$ cat config.mk
export PLATFORM = sky130hd
export DESIGN_NAME = warp_table_sched
export DESIGN_NICKNAME = d
export VERILOG_FILES = /design/src/rtl/warp_table_sched.sv
export SDC_FILE = /design/constraint.sdc
export NUM_CORES = 1
export LEC_CHECK = 0
export ABC_AREA = 1
export BUFFER_PORTS_ARGS = -buffer_cell sky130_fd_sc_hd__buf_2
export CORE_AREA = 2 2 129 131
export CTS_CLUSTER_SIZE = 8
export DETAILED_ROUTE_END_ITERATION = 8
export DIE_AREA = 0 0 131 133
export GPL_ROUTABILITY_DRIVEN = 0
export PLACE_DENSITY_LB_ADDON = 0.1
export SLEW_MARGIN = 10
export SYNTH_ARGS = -nofsm -noshare
export SYNTH_HDL_FRONTEND = slang
export SYNTH_SLANG_ARGS = --single-unit
$ cat constraint.sdc
create_clock -name clk -period 3.2 [get_ports clk]
set_clock_uncertainty 0.2 [all_clocks]
set_input_delay 0.8 -clock clk [delete_from_list [all_inputs] [get_ports clk]]
set_output_delay 0.8 -clock clk [all_outputs]
set_load 0.01 [all_outputs]
$ cat src/rtl/warp_table_sched.sv
// Warp table front/back end: round-robin arbiter onto the table write port and
// a credit-controlled 2-entry skid buffer from table reads to fetch.
module warp_table_sched #(
  parameter int NUM_REQ = 4,
  parameter int DATA_W  = 44,
  parameter int ID_W    = 2
) (
  input  logic                      clk,
  input  logic                      rst,
  input  logic                      sched_en,
  input  logic [NUM_REQ-1:0]        req_valid,
  input  logic [NUM_REQ*DATA_W-1:0] req_data,
  output logic [NUM_REQ-1:0]        req_ready,
  output logic                      wt_write_en,
  output logic [DATA_W-1:0]         wt_write_data,
  input  logic                      wt_fifo_full,
  output logic                      wt_read_en,
  input  logic                      wt_fifo_empty,
  input  logic                      wt_read_valid,
  input  logic [DATA_W-1:0]         wt_read_data,
  output logic                      out_valid,
  output logic [DATA_W-1:0]         out_data,
  input  logic                      out_ready,
  output logic [ID_W-1:0]           last_grant,
  output logic                      err_unexp
);

  logic [ID_W-1:0]   rr_ptr, grant_id, idx;
  logic              grant_found, wr_fire;
  logic [1:0]        count;
  logic              inflight, pop, cap;
  logic [2:0]        occ, limit;
  logic [DATA_W-1:0] ent0, ent1;

  // Scan from the highest offset down so the lowest offset from rr_ptr wins.
  always_comb begin
    grant_found = 1'b0;
    grant_id    = '0;
    idx         = '0;
    for (int k = NUM_REQ - 1; k >= 0; k--) begin
      idx = rr_ptr + ID_W'(k);
      if (req_valid[idx]) begin
        grant_found = 1'b1;
        grant_id    = idx;
      end
    end
  end

  assign wr_fire       = grant_found && !wt_fifo_full && !rst;
  assign req_ready     = wr_fire ? (NUM_REQ'(1) << grant_id) : '0;
  assign wt_write_en   = wr_fire;
  assign wt_write_data = wr_fire ? req_data[grant_id*DATA_W +: DATA_W] : '0;

  assign out_valid = !rst && (count != 2'd0);
  assign out_data  = rst ? '0 : ent0;
  assign pop       = out_valid && out_ready;
  assign cap       = wt_read_valid && inflight;

  // A read is only issued if its response is guaranteed a skid slot.
  always_comb begin
    occ        = {1'b0, count} + {2'b0, inflight};
    limit      = 3'd2 + {2'b0, pop};
    wt_read_en = !rst && sched_en && !wt_fifo_empty && (occ < limit);
  end

  always_ff @(posedge clk) begin
    if (rst) begin
      rr_ptr     <= '0;
      last_grant <= '0;
      count      <= 2'd0;
      inflight   <= 1'b0;
      err_unexp  <= 1'b0;
      ent0       <= '0;
      ent1       <= '0;
    end else begin
      if (wr_fire) begin
        rr_ptr     <= grant_id + ID_W'(1);
        last_grant <= grant_id;
      end
      inflight <= wt_read_en;
      if (wt_read_valid && !inflight) err_unexp <= 1'b1;
      case ({cap, pop})
        2'b01: begin
          ent0  <= ent1;
          count <= count - 2'd1;
        end
        2'b10: begin
          if (count == 2'd0) ent0 <= wt_read_data;
          else               ent1 <= wt_read_data;
          count <= count + 2'd1;
        end
        2'b11: begin
          if (count == 2'd1) ent0 <= wt_read_data;
          else begin
            ent0 <= ent1;
            ent1 <= wt_read_data;
          end
        end
        default: ;
      endcase
    end
  end

endmodule

==> impl_metrics.prom, run 1 <==
# TYPE chip_impl_metric gauge
chip_impl_info{name="status",value="finished, violations left"} 1
chip_impl_info{name="failed_checks",value="negative setup slack"} 1
chip_impl_info{name="grt_setup_unrepaired",value="yes"} 1
chip_impl_metric{name="max_freq",unit="MHz"} 306
chip_impl_metric{name="dr.pass1.iters",unit=""} 5
chip_impl_metric{name="pin_count",unit=""} 329
chip_impl_metric{name="floorplan.initialDensity",unit=""} 0.407
chip_impl_metric{name="final_layout_size_suffix_gt1_frac",unit=""} 0.316
chip_impl_metric{name="clkTransAtPathRegs",unit="ns"} 0.06
chip_impl_metric{name="globalRoute.totalOverflow",unit=""} 0
chip_impl_metric{name="power.leakage",unit="nW"} 5.27
chip_impl_info{name="crit_chain",value="buf_6 -> nand2_1 -> o21ai_4 -> nand2_2 -> nand3_4 -> nand2_4 -> nand2_8 -> nand2_8 -> buf_12 -> clkbuf_16 -> nand2_1 -> nand2_1 -> nor2_1 -> nor2_1 -> buf_2"} 1
chip_impl_metric{name="tritoncts_num_sinks",unit=""} 96
chip_impl_metric{name="timing.final.crit_period",unit="ns"} 3.26
chip_impl_metric{name="min_period_over_period",unit=""} 1.02
chip_impl_metric{name="core",unit="um^2"} 16200
chip_impl_metric{name="worst_path_largest_cell_delay",unit="ns"} 0.15
chip_impl_metric{name="fill_cells",unit=""} 1634
chip_impl_info{name="cp_dominant_cell_by_count",value="sky130_fd_sc_hd__nand2_1"} 1
chip_impl_info{name="criticalPathCategory",value="in -> out"} 1
chip_impl_metric{name="slew_headroom",unit=""} 0.614
chip_impl_info{name="critical_path.startpoint_type",value="input port"} 1
chip_impl_metric{name="postSynthRegisterBits",unit=""} 96
chip_impl_metric{name="netlist-cell-type-count",unit=""} 26
chip_impl_metric{name="area.growth.synth_to_final",unit="%"} 46.2
chip_impl_metric{name="cts-htree-levels",unit=""} 3
chip_impl_metric{name="timing.hold.ws",unit="ns"} 0.245
chip_impl_metric{name="p_per_area",unit="nW/um^2"} 448
chip_impl_metric{name="dieWidth",unit="um"} 131
chip_impl_metric{name="cts_buffers",unit=""} 9
chip_impl_metric{name="totalWireLength",unit="mm"} 23.0
chip_impl_metric{name="route.vias.total",unit=""} 8154
chip_impl_metric{name="depth_of_the_worst_register_to_register_path",unit=""} 11
chip_impl_metric{name="setup_viol",unit=""} 26
chip_impl_metric{name="place_ws",unit="ns"} -0.117
chip_impl_info{name="clock-root-buffer",value="sky130_fd_sc_hd__clkbuf_16"} 1
chip_impl_metric{name="cap_viol_max_count",unit=""} 0
chip_impl_metric{name="crit_arrival",unit="ns"} 2.26
chip_impl_info{name="tritoncts",value="yes"} 1
chip_impl_metric{name="critical_path_peak_fanout",unit=""} 5
chip_impl_metric{name="syn-num-nets",unit=""} 1379
chip_impl_metric{name="clock_path_buffers",unit=""} 2
chip_impl_metric{name="cp_data_required_time",unit="ns"} 2.20
chip_impl_metric{name="hold_viol_final",unit=""} 0
chip_impl_metric{name="ir_worst_vdd",unit="V"} 0.000253
chip_impl_info{name="critical_path.endpoint_type",value="output port"} 1
chip_impl_metric{name="worst_hold_path.num_cells",unit=""} 2
chip_impl_metric{name="grt_first_pass_wirelength",unit="mm"} 33.7
chip_impl_metric{name="nets",unit=""} 1701
chip_impl_metric{name="die_height",unit="um"} 133
chip_impl_metric{name="drt-wirelength-per-cell",unit="um"} 13.6
chip_impl_metric{name="port_buffers",unit=""} 328
chip_impl_info{name="crit_slowest_cell",value="sky130_fd_sc_hd__clkbuf_16"} 1
chip_impl_metric{name="place.detailed.hpwl",unit="mm"} 16.3
chip_impl_metric{name="synth.yosys.warnings",unit=""} 0
chip_impl_metric{name="number_of_slew_limit_violations_in_the_final_report",unit=""} 0
chip_impl_metric{name="mappedNetlistArea",unit="um^2"} 6580
chip_impl_metric{name="grt_start_max_net_pins",unit=""} 67
chip_impl_metric{name="grt_antenna_before_repair",unit=""} 4
chip_impl_metric{name="worst_pin_slew",unit="ns"} 0.578
chip_impl_metric{name="drt-initial-drc-count",unit=""} 471
chip_impl_metric{name="clock_insertion_delay_worst_skew",unit="ns"} 0.34
chip_impl_metric{name="placementRows",unit=""} 47
chip_impl_metric{name="synth.yosys.seq_area_share",unit=""} 0.292
chip_impl_metric{name="holdBufCountCts",unit=""} 0
chip_impl_metric{name="first_global_vias",unit=""} 6905
chip_impl_metric{name="die_area",unit="um^2"} 17400
chip_impl_info{name="hp-class",value="reg -> reg"} 1
chip_impl_metric{name="grt.total_usage",unit=""} 0.241
chip_impl_metric{name="vias_per_cell",unit=""} 4.83
chip_impl_metric{name="final_critical_path_setup_slack",unit="ns"} -0.0632
chip_impl_metric{name="route.detailed.drc",unit=""} 0
chip_impl_metric{name="final_antenna_net_count",unit=""} 0
chip_impl_metric{name="avgSynthCellArea",unit="um^2"} 5.78
chip_impl_metric{name="post_synth_inst_count",unit=""} 1137
[synth_stat cells]
| cell type | instances | area share |
|---|---|---|
| sky130_fd_sc_hd__a21oi_1 | 97 | 0.074 |
| sky130_fd_sc_hd__a21oi_2 | 1 | 0.0013 |
| sky130_fd_sc_hd__and3_1 | 2 | 0.0019 |
| sky130_fd_sc_hd__buf_1 | 10 | 0.0057 |
| sky130_fd_sc_hd__buf_2 | 14 | 0.011 |
| sky130_fd_sc_hd__buf_4 | 5 | 0.0057 |
| sky130_fd_sc_hd__buf_6 | 2 | 0.0034 |
| sky130_fd_sc_hd__clkbuf_1 | 50 | 0.029 |
| sky130_fd_sc_hd__dfxtp_1 | 96 | 0.29 |
| sky130_fd_sc_hd__ha_1 | 11 | 0.021 |
| sky130_fd_sc_hd__inv_1 | 197 | 0.11 |
| sky130_fd_sc_hd__inv_2 | 3 | 0.0017 |
| sky130_fd_sc_hd__nand2_1 | 203 | 0.12 |
| sky130_fd_sc_hd__nand2_2 | 4 | 0.0038 |
| sky130_fd_sc_hd__nand3_1 | 169 | 0.13 |
| sky130_fd_sc_hd__nand3_2 | 3 | 0.0046 |
| sky130_fd_sc_hd__nor2_1 | 112 | 0.064 |
| sky130_fd_sc_hd__nor2_2 | 1 | 0.00095 |
| sky130_fd_sc_hd__nor3_1 | 1 | 0.00076 |
| sky130_fd_sc_hd__o21ai_0 | 137 | 0.10 |
| sky130_fd_sc_hd__o21ai_1 | 1 | 0.00076 |
| sky130_fd_sc_hd__o21bai_1 | 1 | 0.0011 |
| sky130_fd_sc_hd__or2_0 | 3 | 0.0029 |
| sky130_fd_sc_hd__or2_1 | 11 | 0.010 |
| sky130_fd_sc_hd__or2_2 | 1 | 0.00095 |
| sky130_fd_sc_hd__xnor2_1 | 2 | 0.0027 |
[worst max-delay path: cells and delay by family]
kind / cells / cell delay (ns)
compound gates: 1 / 0.08
buf+inv: 4 / 0.53
simple gates: 10 / 0.85
[layer usage]
| metal | vias to the layer above | global-route usage | part of all wire |
|---|---|---|---|
| met1 | 3635 | 0.279 | 0.40 |
| li1 | 4225 | - | - |
| met2 | 252 | 0.430 | 0.50 |
| met5 | - | 0 | 0 |
| met3 | 42 | 0.0461 | 0.070 |
| met4 | 0 | 0.0969 | 0.032 |
[cells in the final DEF (no fill, tap or decap), types with 11 or more instances in the layout]
cell                        synthesis  layout
sky130_fd_sc_hd__buf_2             14     322
sky130_fd_sc_hd__ha_1              11      11
sky130_fd_sc_hd__clkbuf_16          0      14
sky130_fd_sc_hd__nand2_2            4      19
sky130_fd_sc_hd__nand2_1          203     182
sky130_fd_sc_hd__buf_12             0      14
sky130_fd_sc_hd__inv_1            197     191
sky130_fd_sc_hd__nand3_1          169     160
sky130_fd_sc_hd__buf_4              5      32
sky130_fd_sc_hd__buf_6              2      11
sky130_fd_sc_hd__dfxtp_1           96      94
sky130_fd_sc_hd__nor2_1           112     111
sky130_fd_sc_hd__o21ai_0          137     137
sky130_fd_sc_hd__or2_1             11      11
sky130_fd_sc_hd__a21oi_1           97      96
[cell families (layout without fill, tap and decap cells)]
kind of cell,count (synthesis),in the layout,share of synthesized area
and+or+nand+nor,510,510,0.335
buffers and inverters,281,608,0.168
AOI/OAI and AO/OA,237,237,0.181
DFF,96,96,0.292
adders and majority gates,11,11,0.0209
xor gates and xnor gates,2,2,0.00266
other,0,4,0
[metrics by stage]
step / TNS [ns] / area [um^2] / total power, W / std cells / utilization
floorplan: 0 / 6580 / 0.00224 / 1137 / -
global placement: -1.63 / 8690 / 0.00280 / 1653 / 0.537
detailed placement: -3.20 / 8690 / 0.00282 / 1653 / 0.537
CTS: -1.05 / 9400 / 0.00423 / 1681 / 0.581
global route: -4.38 / 9610 / 0.00458 / 1687 / 0.594
finish: -0.468 / 9610 / 0.00431 / 1688 / 0.594
[flip-flops by register name, summed over array words and instances, names as in the netlist]
name	cells
inflight	1
count	2
rr_ptr	2
ent0	44
err_unexp	1
ent1	44
last_grant	2
[report_power, final]
part / switching [W] / internal, W
Clock: 0.000462 / 0.000689
Combinational: 0.000984 / 0.000878
Sequential: 0.0000239 / 0.00127
Total: 0.00147 / 0.00284
[final cells by class]
type,instances,area [um^2],area share
well taps,220,275,0.0286
clock inverters,6,90.1,0.00937
flip-flops and latches,96,1930,0.200
diodes,4,10.0,0.00104
multi-input cells,760,3750,0.390
clock buffers,10,229,0.0238
repair buffers,392,2570,0.267
inverters,200,761,0.0791
[worst paths after layout]
path | startpoint | to | slack [ns]
hold / removal | ent1[25] | ent1[25] | 0.25
setup / recovery | req_valid[2] | wt_write_data[35] | -0.06
hold reg to reg | ent1[25] | ent1[25] | 0.25
setup reg to reg | count[0] | ent1[38] | 0.65
[what timing repair did]
action / CTS / global route
resized for setup: 49 / 33
gates cloned: 5 / 5
setup buffers: 7 / 0
pin swaps: 11 / 18
endpoints found under the hold margin: 0 / 0
endpoints found under the setup margin: 48 / 48
Note: power is estimated with default switching activity, not from simulation.
==> run 2: changes to the inputs <==
Settings changed: PLACE_DENSITY set to 0.84, PLACE_DENSITY_LB_ADDON 0.1 to not set.
==> run 2 against run 1 <==
  * The flow still finishes with violations (negative setup slack)
  * Sequential share of layout area decreased by 1.8 points
  * Flip-flop and latch count unchanged
  * Maximum frequency down 3.6%
  * Cell count up 1.7%
  * Clock power fell by 12%
  * Sequential power is essentially flat
  * Critical path depth stayed put
  * Hold slack about the same
  * Total power grew 8.8%
  * Highest routed layer is now met5
==> impl_metrics.prom, run 2 (same netlist as run 1, synthesis figures left out) <==
# TYPE chip_impl_metric gauge
chip_impl_info{name="status",value="finished, violations left"} 1
chip_impl_info{name="failed_checks",value="negative setup slack"} 1
chip_impl_metric{name="slew_headroom",unit=""} 0.638
chip_impl_metric{name="clock_insertion_delay_worst_skew",unit="ns"} 0.35
chip_impl_metric{name="vias_per_cell",unit=""} 5.26
chip_impl_metric{name="power.leakage",unit="nW"} 5.67
chip_impl_metric{name="drt-wirelength-per-cell",unit="um"} 16.0
chip_impl_metric{name="die_area",unit="um^2"} 17400
chip_impl_metric{name="grt_first_pass_wirelength",unit="mm"} 38.4
chip_impl_metric{name="use_met1",unit=""} 0.317
chip_impl_metric{name="grt_antenna_before_repair",unit=""} 6
chip_impl_info{name="critical_path.startpoint_type",value="input port"} 1
chip_impl_metric{name="p_per_area",unit="nW/um^2"} 443
chip_impl_metric{name="place.detailed.hpwl",unit="mm"} 16.8
chip_impl_info{name="clock-root-buffer",value="sky130_fd_sc_hd__clkbuf_16"} 1
chip_impl_metric{name="dieWidth",unit="um"} 131
chip_impl_metric{name="hold_viol_final",unit=""} 0
chip_impl_info{name="top_regs",value="ent0 x44, ent1 x44"} 1
chip_impl_metric{name="cts-htree-levels",unit=""} 3
chip_impl_metric{name="core",unit="um^2"} 16200
chip_impl_metric{name="cap_viol_max_count",unit=""} 0
chip_impl_metric{name="pin_count",unit=""} 329
chip_impl_metric{name="finalPower",unit="W"} 0.00469
chip_impl_metric{name="first_global_vias",unit=""} 7953
chip_impl_metric{name="holdBufCountCts",unit=""} 0
chip_impl_metric{name="route.vias.total",unit=""} 9028
chip_impl_metric{name="floorplan.initialDensity",unit=""} 0.407
chip_impl_metric{name="final_layout_size_suffix_gt1_frac",unit=""} 0.403
chip_impl_metric{name="totalWireLength",unit="mm"} 27.6
chip_impl_metric{name="ir_worst_vdd",unit="V"} 0.000429
chip_impl_info{name="tritoncts",value="yes"} 1
chip_impl_metric{name="die_height",unit="um"} 133
chip_impl_metric{name="grt.total_usage",unit=""} 0.276
chip_impl_metric{name="min_period_over_period",unit=""} 1.06
chip_impl_metric{name="clkTransAtPathRegs",unit="ns"} 0.07
chip_impl_metric{name="tritoncts_num_sinks",unit=""} 96
chip_impl_metric{name="critical_path_peak_fanout",unit=""} 7
chip_impl_metric{name="cp_data_required_time",unit="ns"} 2.20
chip_impl_metric{name="setup_viol",unit=""} 47
chip_impl_metric{name="grt_util_met3",unit=""} 0.0987
chip_impl_info{name="crit_slowest_cell",value="sky130_fd_sc_hd__clkbuf_16"} 1
chip_impl_metric{name="worst_path_largest_cell_delay",unit="ns"} 0.18
chip_impl_metric{name="port_buffers",unit=""} 328
chip_impl_info{name="criticalPathCategory",value="in -> out"} 1
chip_impl_metric{name="dp.cells",unit=""} 1669
chip_impl_metric{name="dr.pass1.iters",unit=""} 7
chip_impl_info{name="hp-class",value="reg -> reg"} 1
chip_impl_metric{name="use_met2",unit=""} 0.447
chip_impl_info{name="gr-max-usage-layer",value="met2"} 1
chip_impl_metric{name="clock_path_buffers",unit=""} 2
chip_impl_metric{name="max_freq",unit="MHz"} 296
chip_impl_metric{name="area.growth.synth_to_final",unit="%"} 61.1
chip_impl_metric{name="nets",unit=""} 1729
chip_impl_metric{name="number_of_slew_limit_violations_in_the_final_report",unit=""} 0
chip_impl_info{name="layout.cells.most_common",value="sky130_fd_sc_hd__buf_2"} 1
chip_impl_metric{name="timing.final.crit_period",unit="ns"} 3.38
chip_impl_metric{name="grt_start_max_net_pins",unit=""} 45
chip_impl_info{name="crit_chain",value="buf_8 -> inv_8 -> o21ai_4 -> nand2_2 -> nand3_4 -> nand2_4 -> nand2_4 -> buf_6 -> clkbuf_16 -> buf_8 -> nand3_2 -> nand3_2 -> nand2_1 -> nor2_1 -> buf_2"} 1
chip_impl_metric{name="globalRoute.totalOverflow",unit=""} 0
chip_impl_info{name="mostFrequentLayoutCells",value="315 x sky130_fd_sc_hd__buf_2, 188 x sky130_fd_sc_hd__inv_1, 157 x sky130_fd_sc_hd__nand2_1"} 1
chip_impl_metric{name="final_critical_path_setup_slack",unit="ns"} -0.184
chip_impl_info{name="critical_path.endpoint_type",value="output port"} 1
chip_impl_metric{name="postPlaceCellArea",unit="um^2"} 8800
chip_impl_metric{name="post-route-cell-area",unit="um^2"} 10600
chip_impl_metric{name="placementRows",unit=""} 47
chip_impl_metric{name="timing.hold.ws",unit="ns"} 0.246
chip_impl_metric{name="worst_pin_slew",unit="ns"} 0.543
chip_impl_metric{name="final_cell_count_no_fill",unit=""} 1717
chip_impl_metric{name="drt-initial-drc-count",unit=""} 675
chip_impl_metric{name="finish.utilization",unit=""} 0.655
chip_impl_info{name="grt_setup_unrepaired",value="yes"} 1
chip_impl_metric{name="route.detailed.drc",unit=""} 0
chip_impl_metric{name="cts_buffers",unit=""} 9
chip_impl_metric{name="final_antenna_net_count",unit=""} 0
chip_impl_metric{name="crit_arrival",unit="ns"} 2.38
run 2: what timing repair did:
item,CTS,global route
endpoints found under the setup margin,48,48
gates resized for setup,93,173
pin swaps,26,83
buffers inserted,16,3
gates cloned,11,3
run 2: worst max-delay path: cells and delay by family:
kind / cells / cell delay [ns]
AND/OR/NAND/NOR: 8 / 0.68
buffers and inverters: 6 / 0.75
AO/OA/AOI/OAI: 1 / 0.15
run 2: final timing paths:
| check | start | endpoint | slack [ns] | depth (start not counted) |
|---|---|---|---|---|
| setup / recovery | req_valid[3] | wt_write_data[8] | -0.18 | 15 |
| hold / removal | ent1[39] | ent1[39] | 0.25 | 2 |
| setup reg to reg | count[0] | ent0[33] | 0.62 | 12 |
| hold reg to reg | ent1[39] | ent1[39] | 0.25 | 2 |
run 2: per-layer routing:
layer / wire [um] / up-vias
li1: - / 4280
met1: 9910 / 4080
met2: 13000 / 525
met3: 3030 / 141
met4: 1590 / 2
met5: 13 / -
run 2: cell type report:
| type | count | area [um^2] |
|---|---|---|
| inverter | 200 | 776 |
| antenna | 5 | 12.5 |
| sequential | 96 | 1930 |
| clock inverter | 7 | 55.1 |
| clock buffer | 9 | 225 |
| multi-input combinational | 760 | 4380 |
| timing repair buffer | 420 | 2940 |
| tap | 220 | 275 |
| fill | 1289 | 5580 |
run 2: stage by stage:
stage               worst slack [ns]  setup TNS (ns)
floorplan                      0.126               0
global placement             -0.0922          -0.984
global route                  -0.244           -7.47
CTS                          -0.0775           -1.72
finish                        -0.184           -4.16
detailed placement            -0.126           -2.84
run 2: report_power, final:
part           leakage [nW]  switching (W)  internal [W]  total [W]
Combinational          4.77        0.00128       0.00109    0.00237
Sequential            0.784      0.0000310       0.00127    0.00130
Clock                 0.121       0.000481      0.000532    0.00101
==> run 3: changes to the inputs <==
Settings changed: RECOVER_POWER set to 100.
==> run 3 against run 2 <==
  * The run still ends with negative setup slack left
  * Combinational power about the same
  * First-iteration DRC count up 3.6%
  * Routed wire length up 0.24%
  * Register-to-register slack worse by 0.26 ns
  * Utilization down 0.68 points
  * Critical path depth unchanged
  * Via count about the same
  * Clock power about the same
==> impl_metrics.prom, run 3 (same netlist as run 1, synthesis figures left out) <==
# TYPE chip_impl_metric gauge
chip_impl_info{name="status",value="finished, violations left"} 1
chip_impl_info{name="failed_checks",value="negative setup slack"} 1
chip_impl_metric{name="fill_cells",unit=""} 1317
chip_impl_metric{name="grt_antenna_before_repair",unit=""} 6
chip_impl_metric{name="route.vias.total",unit=""} 9030
chip_impl_info{name="top_regs",value="ent0 x44, ent1 x44"} 1
chip_impl_metric{name="holdBufCountCts",unit=""} 0
chip_impl_metric{name="hold_viol_final",unit=""} 0
chip_impl_metric{name="drt-wirelength-per-cell",unit="um"} 16.1
chip_impl_info{name="critical_path.endpoint_type",value="output port"} 1
chip_impl_metric{name="final_critical_path_setup_slack",unit="ns"} -0.188
chip_impl_metric{name="grt.total_usage",unit=""} 0.276
chip_impl_metric{name="intPower",unit="W"} 0.00288
chip_impl_metric{name="place.detailed.hpwl",unit="mm"} 16.8
chip_impl_metric{name="place_ws",unit="ns"} -0.126
chip_impl_metric{name="postPlaceCellArea",unit="um^2"} 8800
chip_impl_metric{name="die_area",unit="um^2"} 17400
chip_impl_metric{name="worst_pin_slew",unit="ns"} 0.736
chip_impl_metric{name="min_period_over_period",unit=""} 1.06
chip_impl_metric{name="finalPower",unit="W"} 0.00467
chip_impl_metric{name="pin_count",unit=""} 329
chip_impl_metric{name="grt_start_max_net_pins",unit=""} 45
chip_impl_metric{name="critical_path_peak_fanout",unit=""} 7
chip_impl_metric{name="dr.pass1.iters",unit=""} 5
chip_impl_metric{name="timing.final.crit_period",unit="ns"} 3.39
chip_impl_info{name="grt_setup_unrepaired",value="yes"} 1
chip_impl_metric{name="clock_insertion_delay_worst_skew",unit="ns"} 0.34
chip_impl_info{name="tritoncts",value="yes"} 1
chip_impl_metric{name="crit_arrival",unit="ns"} 2.39
chip_impl_metric{name="tritoncts_num_sinks",unit=""} 96
chip_impl_metric{name="nets",unit=""} 1729
chip_impl_metric{name="power.switching",unit="W"} 0.00179
chip_impl_metric{name="clockPowerShare",unit=""} 0.217
chip_impl_metric{name="final_layout_size_suffix_gt1_frac",unit=""} 0.371
chip_impl_metric{name="ir_worst_vdd",unit="V"} 0.000426
chip_impl_info{name="mostFrequentLayoutCells",value="267 x sky130_fd_sc_hd__buf_2, 188 x sky130_fd_sc_hd__inv_1, 157 x sky130_fd_sc_hd__nand2_1"} 1
chip_impl_metric{name="power.sequential.fraction",unit=""} 0.279
chip_impl_metric{name="timing.hold.ws",unit="ns"} 0.246
chip_impl_metric{name="die_height",unit="um"} 133
chip_impl_metric{name="drt-initial-drc-count",unit=""} 699
chip_impl_metric{name="number_of_slew_limit_violations_in_the_final_report",unit=""} 0
chip_impl_metric{name="max_freq",unit="MHz"} 295
chip_impl_metric{name="p_per_area",unit="nW/um^2"} 445
chip_impl_metric{name="cts-htree-levels",unit=""} 3
chip_impl_metric{name="dieWidth",unit="um"} 131
chip_impl_metric{name="grt_first_pass_wirelength",unit="mm"} 38.4
chip_impl_metric{name="area.growth.synth_to_final",unit="%"} 59.4
chip_impl_metric{name="cap_viol_max_count",unit=""} 0
chip_impl_metric{name="cts_buffers",unit=""} 9
chip_impl_metric{name="port_buffers",unit=""} 328
chip_impl_metric{name="route.detailed.drc",unit=""} 0
chip_impl_info{name="critical_path.startpoint_type",value="input port"} 1
chip_impl_metric{name="vias_per_cell",unit=""} 5.26
chip_impl_metric{name="setup-tns-final",unit="ns"} -4.06
chip_impl_metric{name="combPwrFrac",unit=""} 0.504
chip_impl_metric{name="core",unit="um^2"} 16200
chip_impl_metric{name="setup_viol",unit=""} 47
chip_impl_metric{name="globalRoute.totalOverflow",unit=""} 0
chip_impl_metric{name="post-route-cell-area",unit="um^2"} 10500
chip_impl_metric{name="power.leakage",unit="nW"} 5.45
chip_impl_info{name="clock-root-buffer",value="sky130_fd_sc_hd__clkbuf_16"} 1
chip_impl_metric{name="power.switching_fraction",unit=""} 0.384
chip_impl_metric{name="placementRows",unit=""} 47
chip_impl_metric{name="final_antenna_net_count",unit=""} 0
chip_impl_metric{name="totalWireLength",unit="mm"} 27.6
chip_impl_metric{name="clock_path_buffers",unit=""} 2
chip_impl_info{name="layout.cells.most_common",value="sky130_fd_sc_hd__buf_2"} 1
chip_impl_metric{name="first_global_vias",unit=""} 7953
chip_impl_metric{name="clkTransAtPathRegs",unit="ns"} 0.07
chip_impl_metric{name="slew_headroom",unit=""} 0.509
chip_impl_metric{name="cp_data_required_time",unit="ns"} 2.20
chip_impl_metric{name="floorplan.initialDensity",unit=""} 0.407
chip_impl_info{name="hp-class",value="reg -> reg"} 1
chip_impl_info{name="criticalPathCategory",value="in -> out"} 1
==> run 3: cell types whose count changed in the layout (fill, tap and decap cells not counted), sizes merged <==
cell | previous run | this run
buf | 417 | 363
diode | 5 | 6
clkbuf | 12 | 66
==> run 3: timing repair <==
item,CTS,global route
buffers inserted,16,3
pin swaps,26,83
setup endpoints to repair,48,48
endpoints found under the hold margin,0,0
resized for setup,93,173
cloned,11,3
==> run 3: path summary, 6_finish.rpt <==
kind	startpoint	endpoint	slack [ns]	cells after the start
worst min register to register	ent1[39]	ent1[39]	0.25	2
worst min-delay path	ent1[39]	ent1[39]	0.25	2
worst max register to register	count[0]	ent1[17]	0.36	11
worst max-delay path	req_valid[3]	wt_write_data[8]	-0.19	15
==> run 3: cell type report <==
cell class / instances / area [um^2] / share of cell area
tap: 220 / 275 / 0.0263
multi-input combinational: 760 / 4370 / 0.417
inverter: 200 / 776 / 0.0740
sequential: 96 / 1930 / 0.184
antenna: 6 / 15.0 / 0.00143
timing repair buffer: 420 / 2840 / 0.270
clock buffer: 9 / 225 / 0.0215
clock inverter: 7 / 55.1 / 0.00525
==> run 3: power by group through the flow <==
stage	clock network [W]	registers [W]	logic (W)
after floorplan	0	0.00132	0.000922
after global placement	0	0.00132	0.00152
after detailed placement	0	0.00132	0.00156
after CTS	0.00102	0.00130	0.00200
after global routing	0.00108	0.00131	0.00252
final	0.00101	0.00130	0.00235
==> run 3: critical path: stages <==
cell	delay [ns]
sky130_fd_sc_hd__buf_8	0.09
sky130_fd_sc_hd__inv_8	0.04
sky130_fd_sc_hd__o21ai_4	0.15
sky130_fd_sc_hd__nand2_2	0.10
sky130_fd_sc_hd__nand3_4	0.11
sky130_fd_sc_hd__nand2_4	0.06
sky130_fd_sc_hd__nand2_4	0.09
sky130_fd_sc_hd__buf_6	0.14
sky130_fd_sc_hd__clkbuf_16	0.17
sky130_fd_sc_hd__buf_8	0.15
sky130_fd_sc_hd__nand3_2	0.08
sky130_fd_sc_hd__nand3_2	0.06
sky130_fd_sc_hd__nand2_1	0.05
sky130_fd_sc_hd__nor2_1	0.13
sky130_fd_sc_hd__buf_2	0.15
==> run 3: metal layers <==
metal,vias up,global-route usage,share of wire
met4,2,0.138,0.059
met1,4047,0.317,0.36
met5,-,0,0.00047
li1,4282,-,-
met2,558,0.447,0.47
met3,141,0.0987,0.11
==> run 3: metrics by stage <==
| step | std cells | utilization |
|---|---|---|
| floorplan | 1137 | - |
| global placement | 1669 | 0.544 |
| detailed placement | 1669 | 0.544 |
| CTS | 1711 | 0.608 |
| global route | 1716 | 0.648 |
| finish | 1718 | 0.648 |
